**src/rtl/ysyx_22050854_div_ctrl.sv**
```systemverilog
// Sequencing controller between the EXU and the iterative divider.
// Divide-by-zero and signed overflow are resolved here; all other requests go to the divider.
module ysyx_22050854_div_ctrl (
    input  logic        clock,
    input  logic        reset,
    input  logic        req_valid,
    output logic        req_ready,
    input  logic [1:0]  req_op,
    input  logic        req_word,
    input  logic [63:0] req_src1,
    input  logic [63:0] req_src2,
    output logic        resp_valid,
    input  logic        resp_ready,
    output logic [63:0] resp_data,
    output logic        busy,
    input  logic        flush,
    output logic        div_valid,
    output logic [63:0] div_dividend,
    output logic [63:0] div_divisor,
    output logic        div_divw,
    output logic        div_signed,
    input  logic        div_ready,
    input  logic        div_out_valid,
    input  logic [63:0] div_quotient,
    input  logic [63:0] div_remainder
);

    typedef enum logic [2:0] {StIdle, StIssue, StWait, StDone, StDrain} state_e;

    state_e      state_q, state_d;
    logic [1:0]  op_q, op_d;
    logic        word_q, word_d;
    logic [63:0] dividend_q, dividend_d;
    logic [63:0] divisor_q, divisor_d;
    logic [63:0] resp_data_q, resp_data_d;

    logic [63:0] eff_src1, eff_src2;
    logic        div_zero, sign_ovf;

    // Word results are always re-extended from bit 31.
    function automatic logic [63:0] fmt(input logic word, input logic [63:0] r);
        return word ? {{32{r[31]}}, r[31:0]} : r;
    endfunction

    always_comb begin
        eff_src1 = req_word ? {32'b0, req_src1[31:0]} : req_src1;
        eff_src2 = req_word ? {32'b0, req_src2[31:0]} : req_src2;
        div_zero = (eff_src2 == 64'b0);
        if (req_word) begin
            sign_ovf = ~req_op[0] & (req_src1[31:0] == 32'h8000_0000)
                     & (req_src2[31:0] == 32'hFFFF_FFFF);
        end else begin
            sign_ovf = ~req_op[0] & (req_src1 == 64'h8000_0000_0000_0000)
                     & (req_src2 == 64'hFFFF_FFFF_FFFF_FFFF);
        end
    end

    always_comb begin
        state_d     = state_q;
        op_d        = op_q;
        word_d      = word_q;
        dividend_d  = dividend_q;
        divisor_d   = divisor_q;
        resp_data_d = resp_data_q;
        unique case (state_q)
            StIdle: begin
                if (req_valid) begin
                    op_d       = req_op;
                    word_d     = req_word;
                    dividend_d = req_src1;
                    divisor_d  = req_src2;
                    if (div_zero) begin
                        resp_data_d = req_op[1] ? fmt(req_word, eff_src1) : 64'hFFFF_FFFF_FFFF_FFFF;
                        state_d     = StDone;
                    end else if (sign_ovf) begin
                        resp_data_d = req_op[1] ? 64'b0 : fmt(req_word, eff_src1);
                        state_d     = StDone;
                    end else begin
                        state_d = StIssue;
                    end
                end
            end
            StIssue: begin
                // A flush on the pulse cycle still leaves a divide in flight.
                if (flush) begin
                    state_d = div_ready ? StDrain : StIdle;
                end else if (div_ready) begin
                    state_d = StWait;
                end
            end
            StWait: begin
                if (flush) begin
                    state_d = StDrain;
                end else if (div_out_valid) begin
                    resp_data_d = fmt(word_q, op_q[1] ? div_remainder : div_quotient);
                    state_d     = StDone;
                end
            end
            StDone: begin
                if (flush || resp_ready) begin
                    state_d = StIdle;
                end
            end
            StDrain: begin
                if (div_out_valid) begin
                    state_d = StIdle;
                end
            end
            default: state_d = StIdle;
        endcase
    end

    always_ff @(posedge clock) begin
        if (reset) begin
            state_q     <= StIdle;
            op_q        <= 2'b0;
            word_q      <= 1'b0;
            dividend_q  <= 64'b0;
            divisor_q   <= 64'b0;
            resp_data_q <= 64'b0;
        end else begin
            state_q     <= state_d;
            op_q        <= op_d;
            word_q      <= word_d;
            dividend_q  <= dividend_d;
            divisor_q   <= divisor_d;
            resp_data_q <= resp_data_d;
        end
    end

    assign req_ready    = (state_q == StIdle);
    assign resp_valid   = (state_q == StDone);
    assign busy         = (state_q != StIdle);
    assign div_valid    = (state_q == StIssue) & div_ready;
    assign resp_data    = resp_data_q;
    assign div_dividend = dividend_q;
    assign div_divisor  = divisor_q;
    assign div_divw     = word_q;
    assign div_signed   = ~op_q[0];

endmodule

```
**config.mk**
```make
export PLATFORM = sky130hd
export DESIGN_NAME = ysyx_22050854_div_ctrl
export DESIGN_NICKNAME = d
export VERILOG_FILES = /design/src/rtl/ysyx_22050854_div_ctrl.sv
export SDC_FILE = /design/constraint.sdc
export NUM_CORES = 1
export LEC_CHECK = 0
export ABC_CLOCK_PERIOD_IN_PS = 2700
export BUFFER_PORTS_ARGS = -buffer_cell sky130_fd_sc_hd__buf_2
export CAP_MARGIN = 15
export CORE_AREA = 10 10 171 173
export CTS_CLUSTER_SIZE = 14
export DETAILED_ROUTE_END_ITERATION = 8
export DIE_AREA = 0 0 181 183
export PLACE_DENSITY = 0.68
export SETUP_SLACK_MARGIN = 0.02
export SKIP_LAST_GASP = 1
export SLEW_MARGIN = 10
export SYNTH_ARGS = -nofsm -noshare
export SYNTH_HDL_FRONTEND = slang
export SYNTH_SLANG_ARGS = --single-unit
```
**constraint.sdc**
```tcl
create_clock -name clock -period 2.7 [get_ports clock]
set_clock_uncertainty 0.05 [all_clocks]
set_input_delay 0.54 -clock clock [delete_from_list [all_inputs] [get_ports clock]]
set_output_delay 0.54 -clock clock [all_outputs]
set_load 0.005 [all_outputs]
```
* Yosys cells after proc, flatten, opt, wreduce, memory -nomap -nowiden
Cells that the tools add are included.
** Storage, ports and cells
- Register bits :: 198
- Latch bits :: 0
- Bits in writable memories :: 0
- Bits in read-only memories :: 0
- Bits of input ports :: 266
- Output and inout port bits :: 198
- Logic and storage cells :: 62
- Memories :: 0
** Cells by class
- $add $sub $neg :: 0
- Multipliers :: 0
- Divide/modulo/power cells :: 0
- Order comparisons :: 0
- Eq/ne operators :: 16
- Shifts and indexed selects :: 0
- Multiplexer cells :: 25
- Bitwise logic cells :: 7
- Reductions and logical operators :: 8
** Operators by type and width (number)
- 2-to-1 mux 64 bit :: 12
- == test 64 bit, second input constant :: 2
- case mux 64 bit (2 select lines) :: 1
- == test 32 bit, second input constant :: 2
- zero test 64 bit :: 1
- 2-to-1 mux 3 bit :: 8
- case mux 3 bit (5 select lines) :: 1
- AND reduction 5 bit :: 2
- inequality test 2 bit, second input constant :: 4
- == test 3 x 2 -> 1 bit, second input constant :: 2
- inequality test 3 bit, second input constant :: 2
- bitwise AND 1 bit :: 5
- 2-to-1 mux 2 bit :: 2
- == test 3 x 1 -> 1 bit, second input constant :: 1
- == test 3 bit, second input constant :: 1
- zero test 3 bit :: 1
- inequality test 3 x 1 -> 1 bit, second input constant :: 1
- nonzero test 3 bit :: 1
- inequality test 2 x 1 -> 1 bit, second input constant :: 1
- inverter 1 bit :: 2
- AND reduction 2 bit :: 1
- nonzero test 2 bit :: 1
- logical OR 1 bit :: 1
- 2-to-1 mux 1 bit :: 1

* Longest topological paths before layout
- Depth in word-level cells :: 8
- Mapped depth :: 9
- Depth with buffers taken out :: 7

* Worst setup path before layout
No wires, ideal clock.
- Path kind :: input -> register
- Start :: in req_src1[24]
- End :: reg resp_data_q[35], in the netlist resp_data[35]
- Setup time :: 0.121 ns
- Arrival time :: 2.318 ns
- Data required time :: 2.529 ns
- Setup slack :: 0.211 ns
- Stages :: 9
- Buffers on the path :: 2
- Cell sequence :: or4_1 nor4_2 nand4_1 nor3_1 a21boi_1 o21ai_2 buf_6 buf_12 mux2_4
** Between the ends
- Longest elaborated chain between the ends :: 6
- Elaborated cells between the ends (all ways) :: 9
- Those cells by class :: eq/ne: 3; mux: 1; bitwise: 4; reduce/logical: 1
** RTL lines
- from (decl) :: RTL line 10 : input logic [63:0] req_src1,
- == test 64 bit / == test 32 bit (equally long branches) :: RTL line 53, 50
- bitwise AND 1 bit, on equally long branches :: RTL line 53, 50
- bitwise AND 1 bit, on equally long branches :: RTL line 54, 51
- 2-to-1 mux 1 bit * :: RTL line 49 : if (req_word) begin
- inequality test 3 x 1 -> 1 bit (no source line) *
- AND reduction 5 bit (no source line) *
- to (signal assigned) :: RTL line 127 : resp_data_q <= resp_data_d;
- to (decl) :: RTL line 35 : logic [63:0] resp_data_q, resp_data_d;
Every way passes the cells marked *; elsewhere a longest branch is shown, timed or not.
A chain may end at the register's enable or synchronous reset.

* Worst setup path after layout
- Start :: in req_src1[38]
- End :: reg resp_data_q[6], in the netlist resp_data[6]
** Between the ends
- Longest elaborated chain between the ends :: 6
** RTL lines
- == test 64 bit :: RTL line 53 : sign_ovf = ~req_op[0] & (req_src1 == 64'h8000_0000_0000_0000)
- bitwise AND 1 bit :: RTL line 53
- bitwise AND 1 bit :: RTL line 54 : & (req_src2 == 64'hFFFF_FFFF_FFFF_FFFF);
- 2-to-1 mux 1 bit :: RTL line 49
- inequality test 3 x 1 -> 1 bit (no source line)
- AND reduction 5 bit (no source line)
Every way passes these cells.

==> impl_metrics.csv <==
group,metric,value,unit
outcome,status,"finished clean",
final_layout,nNetsFinal,1950,
global_routing,track_usage,0.246,
global_routing,antenna_found_initial,1,
timing,finalSetupViolations,0,
worst_hold_path,hold_class,"primary input to flop",
worst_setup_path,start_kind,"primary input",
synth,synth_cells,1226,
routing,drt-total-wl,42.7,mm
place,place_ws,-0.314,ns
power,p_per_area,583,mW/mm^2
clock_network,cts_buffers,17,
clock_network,clk_latency,0.42,ns
worst_setup_path,cp_max_fo,21,
timing,tightest_slew,0.900,ns
timing,max_freq,0.396,GHz
floorplan,die_x,181,um
routing,drt-initial-drc-count,842,
clock_network,clkTransAtPathRegs,0.09,ns
timing,max_slew_margin,0.400,
synth,ys_ff_latch,198,
worst_setup_path,path_buf_inv,4,
synth,synth_nets,1492,
routing,routed-via-count,10800,
synth,synth_area_leaders,"dfxtp_1, a21oi_1, nand2_1",
global_routing,grt_overflow,0,
final_layout,final_area,0.0136,sq mm
place,placed_area,0.0130,sq mm
final_layout,layout_common_cells,"buf_2, nand2_1, a21oi_1",
place,io_buffer_count,463,
synth,synth.distinct_cells,37,
clock_network,cts_tree,"done",
floorplan,die_h,183,um
worst_setup_path,arrival,2.82,ns
worst_setup_path,cp_top_family,"simple AND/OR/NAND/NOR gates",
global_routing,grt_pass1_wl,65.4,mm
routing,dr.pass1.iters,5,
final_layout,final_common_cell,"buf_2",
timing,period_needed,2.52,ns
global_routing,grt_max_degree,132,
run,maxCapViolCount,0,
power,power_leakage,0.00606,uW
synth,ys_warn_count,0,
worst_setup_path,crit_path_end_kind,"flop",
routing,drc,0,
clock_network,cts_setup_buffers,0,
clock_network,cts_resized,0,
clock_network,cts_root_buf,"clkbuf_16",
clock_network,cts_hold_buf,0,
clock_network,cts.sinks,198,
clock_network,clock_path_buffers,2,
worst_setup_path,required,3.00,ns
power,ir_drop,387,uV
synth,yosys.area.top_type,"dfxtp_1",
synth,syn_area,0.0100,sq mm
final_layout,syn_to_final_growth,36.1,%
timing,hold_viol,0,
worst_setup_path,cpMostUsedCell,"buf_4",
routing,wl_per_cell,21.0,um
floorplan,io_pins,464,
global_routing,grt_pass1_vias,11100,
synth,syn_area_per_cell,8.16,sq um
floorplan,core,0.0258,sq mm
worst_setup_path,slowest_delay,0.33,ns
synth,yosysSeqAreaShare,0.396,
place,dpl.hpwl,32.7,mm
floorplan,start_util,0.388,
floorplan,die-area,0.0331,sq mm
routing,antenna_left,0,
synth,yosys.area.top_type_share,0.396,
final_layout,instances_no_fill,2033,
place,gp_congestion,0.840,
timing,report.final.slew_viol_count,0,
routing,viasPerCell,5.31,
timing,setup_tns,0,ns
timing,worst_slack,0.176,ns
clock_network,htreeDepth,4,
timing,rsz0062_at_grt,"false",
final_layout,layout-drive-gt1-share,0.383,
place,place_inst,2000,
timing,finalCritPeriodShare,0.935,
worst_setup_path,criticalPathCategory,"primary input to flop",
worst_setup_path,crit_slowest_cell,"nor4_1",
worst_setup_path,path_cells,"buf_2, nor4_1, buf_4, nand4_1, nor4_2, a41o_1, a21boi_1, o21ai_4, buf_12, buf_4, mux2i_1",
power,power,7940,uW
floorplan,row_count,59,
metrics by stage:
step                      hold WS [ns]  utilization
after floorplan                  0.386            -
after global placement           0.389        0.506
after detailed placement         0.393        0.506
after CTS                        0.288        0.528
after global routing             0.293        0.528
final                            0.307        0.528
area by class of cell:
| type | instances | area (sq um) |
|---|---|---|
| tap | 335 | 419 |
| inverter | 15 | 56.3 |
| clock inverter | 14 | 143 |
| multi-input combinational | 908 | 5530 |
| fill | 2491 | 12100 |
| sequential | 198 | 3970 |
| antenna | 2 | 5.00 |
| timing repair buffer | 544 | 3070 |
| clock buffer | 17 | 425 |
cell families (layout without fill, tap and decap cells):
| family | Yosys count | in the layout | synth area share |
|---|---|---|---|
| AOI/OAI and AO/OA | 293 | 293 | 0.160 |
| adders and majority gates | 32 | 32 | 0.0320 |
| buffers and inverters | 120 | 590 | 0.0550 |
| DFF | 198 | 198 | 0.396 |
| muxes | 131 | 131 | 0.150 |
| other | 0 | 2 | 0 |
| and+or+nand+nor | 452 | 452 | 0.207 |
routing by layer:
layer / track usage / vias up / share of wire
met1: 0.293 / 5108 / 0.41
met4: 0.0674 / 0 / 0.021
li1: - / 5176 / -
met5: 0 / - / 0
met2: 0.414 / 461 / 0.48
met3: 0.0835 / 42 / 0.092
final timing paths:
path | slack (ns) | startpoint | depth (start not counted) | to
max | 0.18 | req_src1[38] | 11 | resp_data[6]
min | 0.31 | req_src2[16] | 3 | div_divisor[16]
max reg2reg | 0.47 | state_q[1] | 7 | resp_data[14]
min reg2reg | 0.40 | div_divisor[11] | 2 | div_divisor[11]
synthesized netlist by cell type:
master and count:
nand2_1 270, a21oi_1 218, dfxtp_1 198, clkbuf_1 75, mux2i_1 67, nor2_1 42, mux2_2 36, nand2b_1 34
nor2b_1 34, o21ai_0 33, maj3_1 32, nor4_1 30, mux2_4 28, a311oi_1 21, nand4_1 21, buf_2 17
inv_1 15, o31ai_1 12, buf_1 6, buf_6 4, nor3_1 4, buf_12 3, nand4b_1 3, nor4b_1 3
or3_1 3, or4_1 3, and2_1 2, nand3b_1 2, o21a_1 2, a211oi_1 1, a21boi_1 1, a22oi_1 1
a31oi_1 1, a41o_1 1, nor4_2 1, o21ai_2 1, o41ai_1 1
state kept, by name (all words and copies together), names as in the netlist:
register	count
div_divw	1
state_q	3
op_q	2
div_divisor	64
div_dividend	64
resp_data	64
tightest hold or removal path: stages:
cell and delay, ns:
buf_2 0.12, nand2_1 0.05, a21oi_1 0.05
power breakdown:
part | total (uW) | internal, uW | switching, uW
Clock | 2540 | 1230 | 1310
Combinational | 2080 | 851 | 1230
Sequential | 3330 | 3180 | 146
Total | 7940 | 5260 | 2680
(Power assumes the default switching activity.)
